--- src/rtl/multiplier_v3.sv ---
// Elastic, flushable integer multiplier with STAGES register slices and RISC-style result select.
// Optional tag pipeline enabled by defining MULTIPLIER_V3_ID_EN.
module multiplier_v3 #(
  parameter int WIDTH    = 32,
  parameter int STAGES   = 3,
  parameter int ID_WIDTH = 4
) (
  input  logic                clk,
  input  logic                rst,
  input  logic                flush_i,
  input  logic                in_valid_i,
  output logic                in_ready_o,
  input  logic [1:0]          op_i,
  input  logic [WIDTH-1:0]    X_i,
  input  logic [WIDTH-1:0]    Y_i,
`ifdef MULTIPLIER_V3_ID_EN
  input  logic [ID_WIDTH-1:0] in_id_i,
  output logic [ID_WIDTH-1:0] out_id_o,
`endif
  output logic                out_valid_o,
  input  logic                out_ready_i,
  output logic [WIDTH-1:0]    res_o
);

  if (WIDTH < 8 || WIDTH > 64 || (WIDTH % 2) != 0 || STAGES < 1 || STAGES > 4 || ID_WIDTH < 1)
  begin : g_bad_param
    $error("multiplier_v3: unsupported parameter combination");
  end

  logic [STAGES-1:0] valid_q;
  logic [STAGES-1:0] valid_d;
  logic [STAGES-1:0] adv;
  logic [STAGES-1:0] v_in;
  logic [WIDTH-1:0]  res_q [STAGES];
  logic [WIDTH-1:0]  r_in  [STAGES];
`ifdef MULTIPLIER_V3_ID_EN
  logic [ID_WIDTH-1:0] id_q  [STAGES];
  logic [ID_WIDTH-1:0] id_in [STAGES];
`endif

  // Extending both operands to 2*WIDTH makes the modular product bit-exact for every mode.
  logic               x_sx;
  logic               y_sx;
  logic [2*WIDTH-1:0] x_ext;
  logic [2*WIDTH-1:0] y_ext;
  logic [2*WIDTH-1:0] prod;
  logic [WIDTH-1:0]   res_sel;

  assign x_sx    = op_i[0] & X_i[WIDTH-1];
  assign y_sx    = (op_i == 2'b01) & Y_i[WIDTH-1];
  assign x_ext   = {{WIDTH{x_sx}}, X_i};
  assign y_ext   = {{WIDTH{y_sx}}, Y_i};
  assign prod    = x_ext * y_ext;
  assign res_sel = (op_i == 2'b00) ? prod[WIDTH-1:0] : prod[2*WIDTH-1:WIDTH];

  // A stage moves when any stage at or after it is empty, or the consumer takes the head.
  for (genvar k = 0; k < STAGES; k++) begin : g_stage
    assign adv[k] = out_ready_i | ~(&valid_q[STAGES-1:k]);
    if (k == 0) begin : g_head
      assign v_in[k] = in_valid_i;
      assign r_in[k] = res_sel;
`ifdef MULTIPLIER_V3_ID_EN
      assign id_in[k] = in_id_i;
`endif
    end else begin : g_body
      assign v_in[k] = valid_q[k-1];
      assign r_in[k] = res_q[k-1];
`ifdef MULTIPLIER_V3_ID_EN
      assign id_in[k] = id_q[k-1];
`endif
    end
  end

  always_comb begin
    valid_d = valid_q;
    for (int k = 0; k < STAGES; k++) begin
      if (adv[k]) valid_d[k] = v_in[k];
    end
    if (flush_i) valid_d = '0;
  end

  always_ff @(posedge clk) begin
    if (rst) begin
      valid_q <= '0;
      for (int k = 0; k < STAGES; k++) begin
        res_q[k] <= '0;
`ifdef MULTIPLIER_V3_ID_EN
        id_q[k]  <= '0;
`endif
      end
    end else begin
      valid_q <= valid_d;
      // Payload only loads when a valid op actually moves in.
      for (int k = 0; k < STAGES; k++) begin
        if (adv[k] && v_in[k]) begin
          res_q[k] <= r_in[k];
`ifdef MULTIPLIER_V3_ID_EN
          id_q[k]  <= id_in[k];
`endif
        end
      end
    end
  end

  assign in_ready_o  = adv[0] | flush_i;
  assign out_valid_o = valid_q[STAGES-1];
  assign res_o       = res_q[STAGES-1];
`ifdef MULTIPLIER_V3_ID_EN
  assign out_id_o    = id_q[STAGES-1];
`endif

endmodule
--- config.mk ---
export PLATFORM = sky130hd
export DESIGN_NAME = multiplier_v3
export DESIGN_NICKNAME = d
export VERILOG_FILES = /design/src/rtl/multiplier_v3.sv
export SDC_FILE = /design/constraint.sdc
export NUM_CORES = 2
export LEC_CHECK = 0
export CAP_MARGIN = 0
export CELL_PAD_IN_SITES_DETAIL_PLACEMENT = 0
export CELL_PAD_IN_SITES_GLOBAL_PLACEMENT = 1
export CORE_ASPECT_RATIO = 1.2
export CORE_MARGIN = 5
export CORE_UTILIZATION = 35
export CTS_BUF_LIST = sky130_fd_sc_hd__clkbuf_8 sky130_fd_sc_hd__clkbuf_16
export DETAILED_ROUTE_END_ITERATION = 8
export PLACE_DENSITY = 0.6
export SLEW_MARGIN = 20
export SYNTH_ARGS = -nofsm -noshare
export SYNTH_HDL_FRONTEND = slang
export SYNTH_SLANG_ARGS = --single-unit
--- constraint.sdc ---
create_clock -name clk -period 11.92 [get_ports clk]
set_input_delay 1.192 -clock clk [delete_from_list [all_inputs] [get_ports clk]]
set_output_delay 1.192 -clock clk [all_outputs]
set_load 0.05 [all_outputs]
==> metrics.log <==
INFO  metric outcome = complete, no violations
INFO  metric r2r_slack = about 9.1 ns
INFO  metric grt_start_max_net_pins = 67
INFO  metric final_hold_vios = 0
INFO  metric ys_seq_area_share = around 7.0%
INFO  metric max-slew-margin-rel = between 20% and 30%
INFO  metric maximum_level_of_the_cts_h_tree = 3
INFO  metric synth_area_leader_cell = sky130_fd_sc_hd__fa_1
INFO  metric setup-violations-final = 0
INFO  metric synth-main-ff-cell = sky130_fd_sc_hd__edfxtp_1
INFO  metric slew_at_the_pin_with_the_worst_max_slew_slack = around 1.1 ns
INFO  metric top_level_ports = 105
INFO  metric crit_path_max_fanout = 14
INFO  metric core = ~0.12 mm^2
INFO  metric critical_path.endpoint_type = flip-flop
INFO  metric detail_route.wirelength = roughly 120000 um
INFO  metric cts.hold.buffers_added = 0
INFO  metric portBuffers = between 100 and 150
INFO  metric worstSkewPairLatency = between 0.3 and 0.4 ns
INFO  metric initial_core_util = about a third
INFO  metric track_usage = 19.5%
INFO  metric ys_ff_latch = 99
INFO  metric initialDrtViolationCount = 1355
INFO  metric chipWidth = approximately 330 um
INFO  metric cp_data_arrival_time = a little under 10 ns
INFO  metric grt_pass1_wl = between 150000 and 200000 um
INFO  metric die_h = 389 um
INFO  metric num-fill-cells = around 12000
INFO  metric antenna_violating_nets_post_route = 0
INFO  metric yosysTopAreaCellShare = a little over half
INFO  metric cts.sink_count = between 90 and 100
INFO  metric drtPass1Iterations = 7
INFO  metric fmax = 105 MHz
INFO  metric gp_routability_congestion = roughly 0.85
INFO  metric share_of_post_route_cells_with_drive_strength_above_1 = around 3.5%
INFO  metric placed_instances = ~6000
INFO  metric synth.avg_cell_area = 9.32 um^2
INFO  metric fin_worst_skew = a little over 0.01 ns
INFO  metric fin_crit_sh = between 80% and 90%
INFO  metric setup_tns = 0 ns
INFO  metric tritoncts = built
INFO  metric synth-edff-count = 96
INFO  metric finalWorstSetupSlack = 2.36 ns
INFO  metric clock-root-buffer = sky130_fd_sc_hd__clkbuf_16
INFO  metric grt.overflow.total = 0
INFO  metric detailed_place_hpwl = between 100000 and 150000 um
INFO  metric synth.lib_cells_used.distinct = 77
INFO  metric residual_drc = 0
INFO  metric drt_via_density = 4.78
INFO  metric rsz0062_at_grt = false
INFO  metric cts_buffer_depth = 2
INFO  metric final_max_slew_viol_count = 0
INFO  metric dp_worst_setup_slack = around 2 ns
INFO  metric layout-area-overhead-vs-synth = 7.41%
INFO  metric syn_area = 0.0418 mm^2
INFO  metric cap_viol_max_count = 0
INFO  metric syn_nets = 5897
INFO  metric synth_area_leaders = sky130_fd_sc_hd__fa_1, sky130_fd_sc_hd__inv_1, sky130_fd_sc_hd__nand2_1
INFO  metric final_nets = a little under 6000
INFO  metric grt_pass1_vias = approximately 33000
INFO  metric non_filler_instance_count_after_layout = 6025
INFO  metric antenna_found_initial = 1
INFO  metric total_number_of_yosys_warnings = 0
INFO  metric whs = 0.519 ns
INFO  metric start_kind = input port
INFO  metric syn-instance-count = around 4500
INFO  metric synth.top_cells.by_count = sky130_fd_sc_hd__inv_1, sky130_fd_sc_hd__fa_1, sky130_fd_sc_hd__nand2_1
INFO  metric clkTransAtPathRegs = around 0.070 ns
INFO  metric cts_inserted_buffers = 9
INFO  metric cts-resized-gates = 0
INFO  metric worstSetupPathType = input port to flip-flop
INFO  metric worst_path_required_time = ~12 ns
INFO  metric wire_per_inst = about 20 um
INFO  metric core.rowCount = 139
INFO  metric finalCriticalPeriod = 9.56 ns
INFO  metric vias = between 20000 and 30000
INFO  metric die_area = about 0.13 mm^2
INFO  metric synth-async-reset-ratio = 0%
INFO  metric cts_setup_buffers = 0
INFO  metric min-delay-path-class = flip-flop to flip-flop
INFO  metric most_common_cell_in_the_netlist = sky130_fd_sc_hd__inv_1
sequential cells by signal (all words and copies together), names as in the netlist:
| name | flops |
|---|---|
| res_q | 96 |
| valid_q | 3 |
cell usage in the layout, fill, tap and decap left out, drive strengths merged, types with 3 or more instances in the layout:
cell | netlist | routed
a211oi | 10 | 10
a21boi | 3 | 3
a21o | 43 | 43
a21oi | 80 | 80
a31oi | 9 | 9
a32o | 3 | 3
a41oi | 4 | 4
and2 | 340 | 340
and3 | 25 | 25
and4 | 5 | 5
buf | 11 | 102
clkbuf | 222 | 9
clkdlybuf4s50 | 0 | 100
dfxtp | 3 | 3
edfxtp | 96 | 96
fa | 1125 | 1125
ha | 212 | 212
inv | 1155 | 1158
nand2 | 826 | 826
nand2b | 6 | 6
nand3 | 24 | 24
nand4 | 13 | 13
nor2 | 70 | 70
nor2b | 3 | 3
nor3 | 13 | 13
nor3b | 3 | 3
o21ai | 43 | 43
o21bai | 12 | 12
o22ai | 10 | 10
o31ai | 4 | 4
or2 | 11 | 11
or3 | 4 | 4
xnor2 | 48 | 48
xor2 | 23 | 23
routing by layer:
metal	up-vias	wire (um)	track usage [%]
met5	-	0	0
met1	15400	51700	25.8
li1	12800	-	-
met2	465	63500	36.2
met3	90	3200	1.26
met4	0	1640	2.46
area by class of cell:
cell class,instances,area (um^2),area share [%]
Clock buffer,9,225,0.501
Sequential cell,99,2940,6.55
Multi-Input combinational cell,3001,33700,74.9
Tap cell,1551,1940,4.32
Clock inverter,7,52.6,0.117
Inverter,1155,4340,9.65
Antenna cell,1,2.50,0.00557
Timing Repair Buffer,202,1780,3.96
kinds of logic (layout without fill, tap and decap cells):
kind of cell             Yosys count  count (layout)  share of synthesized area, %
buffers and inverters           1389            1373                          12.5
AND/OR/NAND/NOR                 1352            1352                          14.9
adder cells (fa/ha/maj)         1337            1337                          60.2
AO/OA/AOI/OAI                    240             240                          3.83
flip-flops                        99              99                          7.03
XOR/XNOR                          71              71                          1.49
multiplexers                       1               1                        0.0239
other                              0               1                             0
stage by stage:
stage,util (%),instance area (um^2)
after floorplan,-,41800
after global placement,37.4,44700
after detailed placement,37.4,44700
after CTS,37.7,44900
after global routing,37.7,44900
final,37.7,44900
worst max-delay path: stages:
cell	delay [ns]
sky130_fd_sc_hd__clkdlybuf4s50_1	0.87
sky130_fd_sc_hd__buf_4	0.33
sky130_fd_sc_hd__nand2_1	0.11
sky130_fd_sc_hd__inv_1	0.13
sky130_fd_sc_hd__fa_1	0.50
sky130_fd_sc_hd__fa_1	0.57
sky130_fd_sc_hd__fa_1	0.67
sky130_fd_sc_hd__inv_1	0.29
sky130_fd_sc_hd__fa_1	0.55
sky130_fd_sc_hd__inv_1	0.06
sky130_fd_sc_hd__fa_1	0.48
sky130_fd_sc_hd__fa_1	0.54
sky130_fd_sc_hd__inv_1	0.05
sky130_fd_sc_hd__fa_1	0.42
sky130_fd_sc_hd__fa_1	0.52
sky130_fd_sc_hd__inv_1	0.04
sky130_fd_sc_hd__ha_1	0.36
sky130_fd_sc_hd__a21oi_1	0.22
sky130_fd_sc_hd__o21ai_1	0.13
sky130_fd_sc_hd__nor2_1	0.18
sky130_fd_sc_hd__nand2_1	0.11
sky130_fd_sc_hd__a2111oi_4	0.44
sky130_fd_sc_hd__o311ai_4	0.19
sky130_fd_sc_hd__a31oi_2	0.27
sky130_fd_sc_hd__nor2_1	0.08
sky130_fd_sc_hd__xnor2_1	0.19
sky130_fd_sc_hd__o22ai_1	0.10
final timing paths:
check / from / end / cells past startpoint
min reg2reg: res_q[0][19] / res_q[0][51] / 1
max: Y_i[0] / res_q[0][25] / 27
min: res_q[0][19] / res_q[0][51] / 1
max reg2reg: valid_q[2] / res_q[0][19] / 7
Power is left out: the tool's default activity adds up to more than one toggle a clock period on the data nets, which glitch-free logic cannot reach.
